File: src/rtl/rr_burst_scheduler_if.sv
// Requester/resource handshake bundle for rr_burst_scheduler.
// The slave side is the scheduler; the master side drives requests and acks.
interface rr_burst_scheduler_if #(
  parameter int NUM_REQ   = 4,
  parameter int BURST_LEN = 4
);
  logic [NUM_REQ-1:0]           req_i;
  logic                         ack_i;
  logic [NUM_REQ-1:0]           gnt_o;
  logic [$clog2(NUM_REQ)-1:0]   gnt_id_o;
  logic [$clog2(BURST_LEN)-1:0] beat_cnt_o;
  logic                         busy_o;

  modport master (
    output req_i, ack_i,
    input  gnt_o, gnt_id_o, beat_cnt_o, busy_o
  );

  modport slave (
    input  req_i, ack_i,
    output gnt_o, gnt_id_o, beat_cnt_o, busy_o
  );
endinterface

File: src/rtl/rr_burst_scheduler.sv
// Round-robin arbiter with burst ownership: a winner keeps the grant for up to
// BURST_LEN acked beats or until it drops req, then priority rotates past it.
module rr_burst_scheduler #(
  parameter int NUM_REQ   = 4,
  parameter int BURST_LEN = 4
) (
  input logic              clk,
  input logic              reset,
  rr_burst_scheduler_if.slave bus
);
  localparam int IW = $clog2(NUM_REQ);
  localparam int CW = $clog2(BURST_LEN);
  localparam logic [CW-1:0] LAST_BEAT = CW'(BURST_LEN - 1);

  typedef enum logic {IDLE, GRANT} state_e;

  state_e             state_q, state_d;
  logic [IW-1:0]      ptr_q, ptr_d;
  logic [IW-1:0]      id_q, id_d;
  logic [NUM_REQ-1:0] gnt_q, gnt_d;
  logic [CW-1:0]      cnt_q, cnt_d;

  logic               rel;
  logic [IW-1:0]      nxt_ptr, arb_ptr, win_id;
  logic               win_vld;

  // Drop takes precedence over ack; either way the pointer moves past the owner.
  assign rel     = (state_q == GRANT) &&
                   (!bus.req_i[id_q] || (bus.ack_i && cnt_q == LAST_BEAT));
  assign nxt_ptr = (id_q == IW'(NUM_REQ - 1)) ? '0 : id_q + 1'b1;
  assign arb_ptr = rel ? nxt_ptr : ptr_q;

  // Scan from the highest offset down so the lowest offset from arb_ptr wins.
  always_comb begin
    int j;
    j       = 0;
    win_vld = 1'b0;
    win_id  = '0;
    for (int i = NUM_REQ - 1; i >= 0; i--) begin
      j = int'(arb_ptr) + i;
      if (j >= NUM_REQ) j = j - NUM_REQ;
      if (bus.req_i[j]) begin
        win_vld = 1'b1;
        win_id  = IW'(j);
      end
    end
  end

  always_comb begin
    state_d = state_q;
    ptr_d   = ptr_q;
    id_d    = id_q;
    gnt_d   = gnt_q;
    cnt_d   = cnt_q;
    if (state_q == IDLE || rel) begin
      ptr_d = arb_ptr;
      cnt_d = '0;
      if (win_vld) begin
        state_d        = GRANT;
        id_d           = win_id;
        gnt_d          = '0;
        gnt_d[win_id]  = 1'b1;
      end else begin
        state_d = IDLE;
        id_d    = '0;
        gnt_d   = '0;
      end
    end else if (bus.ack_i) begin
      cnt_d = cnt_q + 1'b1;
    end
  end

  always_ff @(posedge clk or posedge reset) begin
    if (reset) begin
      state_q <= IDLE;
      ptr_q   <= '0;
      id_q    <= '0;
      gnt_q   <= '0;
      cnt_q   <= '0;
    end else begin
      state_q <= state_d;
      ptr_q   <= ptr_d;
      id_q    <= id_d;
      gnt_q   <= gnt_d;
      cnt_q   <= cnt_d;
    end
  end

  assign bus.gnt_o      = gnt_q;
  assign bus.gnt_id_o   = id_q;
  assign bus.beat_cnt_o = cnt_q;
  assign bus.busy_o     = (state_q == GRANT);
endmodule

File: src/flat_wrapper.sv
// flat-port wrapper written by rule: the top's interface ports become plain ports
module rr_burst_scheduler_flat 
#(
  parameter int NUM_REQ   = 4,
  parameter int BURST_LEN = 4
)
  (clk, reset, bus_req_i, bus_ack_i, bus_gnt_o, bus_gnt_id_o, bus_beat_cnt_o, bus_busy_o);
  rr_burst_scheduler_if #(.NUM_REQ(NUM_REQ), .BURST_LEN(BURST_LEN)) bus_i ();
  input logic clk;
  input logic reset;
  input wire logic [$bits(bus_i.req_i)-1:0] bus_req_i;
  input wire logic [$bits(bus_i.ack_i)-1:0] bus_ack_i;
  output wire logic [$bits(bus_i.gnt_o)-1:0] bus_gnt_o;
  output wire logic [$bits(bus_i.gnt_id_o)-1:0] bus_gnt_id_o;
  output wire logic [$bits(bus_i.beat_cnt_o)-1:0] bus_beat_cnt_o;
  output wire logic [$bits(bus_i.busy_o)-1:0] bus_busy_o;
  assign bus_i.req_i = bus_req_i;
  assign bus_i.ack_i = bus_ack_i;
  assign bus_gnt_o = bus_i.gnt_o;
  assign bus_gnt_id_o = bus_i.gnt_id_o;
  assign bus_beat_cnt_o = bus_i.beat_cnt_o;
  assign bus_busy_o = bus_i.busy_o;
  rr_burst_scheduler #(.NUM_REQ(NUM_REQ), .BURST_LEN(BURST_LEN)) u_core (.clk(clk), .reset(reset), .bus(bus_i));
endmodule
File: config.mk
export PLATFORM = sky130hd
export DESIGN_NAME = rr_burst_scheduler_flat
export DESIGN_NICKNAME = d
export VERILOG_FILES = /design/src/rtl/rr_burst_scheduler_if.sv /design/src/rtl/rr_burst_scheduler.sv /design/src/flat_wrapper.sv
export SDC_FILE = /design/constraint.sdc
export NUM_CORES = 1
export LEC_CHECK = 0
export ABC_AREA = 1
export CORE_UTILIZATION = 50
export CTS_BUF_LIST = sky130_fd_sc_hd__clkbuf_2 sky130_fd_sc_hd__clkbuf_4 sky130_fd_sc_hd__clkbuf_8
export CTS_CLUSTER_DIAMETER = 60
export DETAILED_ROUTE_END_ITERATION = 12
export GPL_ROUTABILITY_DRIVEN = 0
export PLACE_DENSITY = 0.77
export SETUP_SLACK_MARGIN = 0.5
export SLEW_MARGIN = 10
export SYNTH_ARGS = -nofsm -noshare
export SYNTH_HDL_FRONTEND = slang
export SYNTH_SLANG_ARGS = --single-unit
export TNS_END_PERCENT = 100
File: constraint.sdc
create_clock -name clk -period 2.51 [get_ports clk]
set_clock_uncertainty 0.1 [all_clocks]
set_input_delay 0.251 -clock clk [delete_from_list [all_inputs] [get_ports clk]]
set_output_delay 0.251 -clock clk [all_outputs]
set_load 0.1 [all_outputs]
# == After elaboration in Yosys (flattened, before gate mapping) ==
# Cells that the tools add are included.
# Widths: inputs -> output; s select.
# classes
n_addsub,9
magnitude_cmp,11
n_eq_ne,2
muxes,35
bitwise,1
n_reduce_logical,7
# ops
cell,count
$lt 32x4->1 const B,4
$mux 32,4
$ge 32x4->1 const B,3
$sub 32x4->32 const B,3
$mux 2,9
$mux 1,15
$bmux 1 s2,5
$add 2x2->3 const B,2
$lt 2x3->1 const B,2
$add 2x1->2 const B,2
$eq 2x2->1 const B,2
$mux 4,1
$sub 2x3->4 const B,1
$add 2x1->3 const B,1
$ge 2x3->1 const B,1
$logic_and 1x1->1,3
$demux 1 s2,1
$ge 2x1->1 const B,1
$logic_or 1x1->1,2
$reduce_bool 2->1,1
$logic_not 1->1,1
$not 1->1,1
# word_totals
regBits,11
input_bits,7
output_inout_bits,9
wordCells,70

# == Depth between registers and ports, before layout ==
# depth
word_depth,21
depth_mapped,19
depth_no_buf,19

# == Worst setup path before layout ==
# Ideal clock, no wire load.
# synth_path
path_kind,reg2reg
from,"register u_core.id_q[0], in the netlist u_core.bus.gnt_id_o[0]"
to,"register u_core.id_q[1], in the netlist u_core.bus.gnt_id_o[1]"
setup_time_ns,0.128
arrival_time_ns,2.347
t_required_ns,2.282
slack_ns,-0.066
path_stages_with_launch,16
path_buffers,0
period_less_slack_ns,2.576
path_cell_list,dfrtp_1 inv_1 nand2_1 nand3_2 nand2_2 nand2_4 nand2_4 nand2_1 nand2_4 nand2_2 nand2_2 nand2_1 o21a_1 nand2_2 nor2_2 o21bai_1
# synth_between
elab_chain_cells,17
word_cells_on_any_way,46
cone_classes,8 x add/sub; 4 x order compare; 1 x eq/ne; 29 x mux; 4 x reduce/logical
# synth_lines
element,line,text
from (decl),rr_burst_scheduler.sv:19,"logic [IW-1:0] id_q, id_d;"
from (signal assigned),rr_burst_scheduler.sv:83,id_q <= id_d;
$bmux 1 s2,rr_burst_scheduler.sv:29,(!bus.req_i[id_q] || (bus.ack_i && cnt_q == LAST_BEAT));
$mux 1 (not written as such),rr_burst_scheduler.sv:29,
$logic_not 1->1,rr_burst_scheduler.sv:29,
$logic_or 1x1->1,rr_burst_scheduler.sv:29,
$logic_and 1x1->1,rr_burst_scheduler.sv:28,assign rel = (state_q == GRANT) &&
$mux 2,rr_burst_scheduler.sv:31,assign arb_ptr = rel ? nxt_ptr : ptr_q;
$add 2x2->3,rr_burst_scheduler.sv:40,j = int'(arb_ptr) + i;
$sub 32x4->32 / $ge 32x4->1 (equally long branches),rr_burst_scheduler.sv:41,if (j >= NUM_REQ) j = j - NUM_REQ;
$mux 32,rr_burst_scheduler.sv:41,
$bmux 1 s2,rr_burst_scheduler.sv:42,if (bus.req_i[j]) begin
$mux 1 (not written as such) (2 in series),rr_burst_scheduler.sv:42,
$mux 2 / $mux 1 (equally long branches) (4 in series),rr_burst_scheduler.sv:42,
$mux 2,rr_burst_scheduler.sv:58,if (win_vld) begin
# Several ways; a longest one is shown, not always the timed one. The select of a mux whose other input is x is not followed.
# A chain may end at the register's enable or synchronous reset.

# == Final worst setup path ==
# layout_path
from,"register u_core.id_q[0], in the netlist u_core.bus.gnt_id_o[0]"
to,"register u_core.id_q[0], in the netlist u_core.bus.gnt_id_o[0]"
# Same word-level chain as after synthesis.

==> run metrics <==
status finished, final reports clean; Die H 42.9 um; pin count of the biggest net entering global routing 12; routed vias/inst 5.27; Max Cap Viol 0; Levels on crit path 18; worst path bufs/invs 1; crit path cell chain inv_2, nand2_1, nand3_2, nand2_2, nand2_4, nand2_4, nand2_4, nand2_8, nand2_4, nand2_2, nand2_2, nand2_2, nand2_2, nand2_2, nand3_2, nand2_2, nand2_1, o21ai_1; Routed WL 2230 um; Slew @ Worst Pin 432 ps; #FFs+latches synth 11; vias in the first global route 815; Avg Cell Area, Syn 6.82 sq um; crit path time final 2200 ps; most frequent cells in the layout nand2_1, nand2_2, buf_4; CTS buffer count 3; cell row count 14; final std cells w/o fill 165; cell family contributing the most delay on the critical path simple AND/OR/NAND/NOR gates; register area 292 sq um; layout cells sized above 1 52.3%; synthesized area 838 sq um; Wirelength per Cell 13.5 um; WS Path Type flop to flop; clk buf depth 2; Hold-fix buffers, CTS 0; CP required 2560 ps; initial DRC count 20; nature of the critical path endpoint flop; Critical-path top delay cell dfrtp_4; Pre-antenna DRT Iters 4; fmax 0.454 GHz; most used cell along the critical path nand2_2; RSZ-0062 raised after global routing true; worst r2r path cells 18; crit-path max FO 8; Worst Hold Class input port to async pin; commonest non-fill, non-tap cell in the layout nand2_1; area delta synth->final 50.6%; TritonCTS clock tree done; Fill cells 119; # setup viols final 0; antenna cells 0; Die W 42.9 um; antenna viol nets, final 0; Mapped Cells 123; clk sinks 11; area of the multi-input gates 679 sq um; Arr. time, crit path 2260 ps; grt ovf 0; post-synthesis sequential area ratio 32.8%; antenna violations before repair 0; Yosys cell types 16; Layout Nets 159; syn_nets 132; Final period util 87.7%; Warnings, synthesis 0; CP max stage delay 530 ps; I/O Buffers 15; DP Cell Count 154; Starting Density 54.4%; core area 1540 sq um; clk slew on worst S/H paths 80 ps; CP Launch Type flop; first-pass GRT wire length 3420 um; clock latency on the worst-skew pair 270 ps; die footprint 1840 sq um; CTS H-tree lvls 1; DRC 0; DPL Wire Length 1470 um; total track usage 24.2%; Root Buffer clkbuf_4; Setup TNS Final 0 ps; Ports 16; vias 870; final hold viol count 0; slew margin rel. 71.2%; Slew Limit Fails 0
[worst paths after layout]
kind / end / slack, ps / startpoint
setup / recovery: u_core.bus.gnt_id_o[0] / 310 / u_core.bus.gnt_id_o[0]
hold / removal: u_core.bus.gnt_id_o[1] / 160 / reset
setup reg to reg: u_core.bus.gnt_id_o[0] / 310 / u_core.bus.gnt_id_o[0]
hold reg to reg: u_core.bus.gnt_o[2] / 400 / u_core.bus.gnt_o[2]
max in group asynchronous: u_core.bus.beat_cnt_o[0] / 1810 / reset
min in group clk: u_core.bus.gnt_o[2] / 400 / u_core.bus.gnt_o[2]
[flip-flops by register name, indices dropped and copies added (netlist names)]
signal and count:
u_core.bus.beat_cnt_o 2, u_core.bus.busy_o 1, u_core.bus.gnt_id_o 2, u_core.bus.gnt_o 4
u_core.ptr_q 2
[worst register-to-register path, stage by stage, from the launching register on]
cell	delay (ps)
dfrtp_4	530
inv_2	100
nand2_1	60
nand3_2	60
nand2_2	70
nand2_4	100
nand2_4	90
nand2_4	110
nand2_8	90
nand2_4	80
nand2_2	80
nand2_2	90
nand2_2	60
nand2_2	70
nand2_2	70
nand3_2	70
nand2_2	80
nand2_1	90
o21ai_1	80
[stage by stage]
| step | setup WS [ps] | hold slack [ps] | utilization [%] | instance area (sq um) |
|---|---|---|---|---|
| final | 308 | 162 | 81.9 | 1260 |
| after global routing | 196 | 225 | 81.9 | 1260 |
| after CTS | 411 | 176 | 72.6 | 1120 |
| after detailed placement | 124 | 373 | 67.5 | 1040 |
| after global placement | 187 | 367 | 67.5 | 1040 |
| after floorplan | 422 | 3.45 | - | 892 |
[area by class of cell]
| cell class | count | area share, % |
|---|---|---|
| Clock buffer | 3 | 1.78 |
| Inverter | 15 | 4.46 |
| Clock inverter | 1 | 0.396 |
| Tap cell | 16 | 1.59 |
| Sequential cell | 11 | 23.1 |
| Multi-Input combinational cell | 97 | 53.8 |
| Timing Repair Buffer | 22 | 14.9 |
[routing by layer]
metal | track usage [%] | part of all wire, % | vias up
met5 | 0 | 0 | -
met3 | 2.55 | 2.8 | 4
li1 | - | - | 428
met2 | 41.5 | 54 | 24
met4 | 6.67 | 1.3 | 0
met1 | 32.2 | 42 | 414
[Yosys cell counts]
library cell	n	area share, %
nand2_1	51	23
inv_1	15	6.7
nand2_2	14	10
dfrtp_1	11	33
nand3_1	11	6.6
nand2_4	5	6.7
nor2_1	5	2.2
ha_1	2	3.0
nand3_2	2	2.4
mux2i_1	1	1.2
nand3b_1	1	0.90
nor2_2	1	0.75
o21a_1	1	0.90
o21ai_0	1	0.60
o21bai_1	1	0.90
xnor2_1	1	1.0
[logic make-up after synthesis]
| kind of cell | share of synthesized area, % |
|---|---|
| simple gates | 52.8 |
| xor+xnor | 1.04 |
| mux | 1.19 |
| buf+inv | 6.72 |
| fa+ha+maj | 2.98 |
| compound gates | 2.39 |
| flops | 32.8 |
[what timing repair did]
item	CTS	global route
pin swaps	6	7
setup buffers	3	4
hold endpoints to repair	0	0
setup endpoints to repair	6	7
resized for setup	10	32
Power is left out: the tool's default activity adds up to more than one toggle a clock period on the data nets, which glitch-free logic cannot reach.
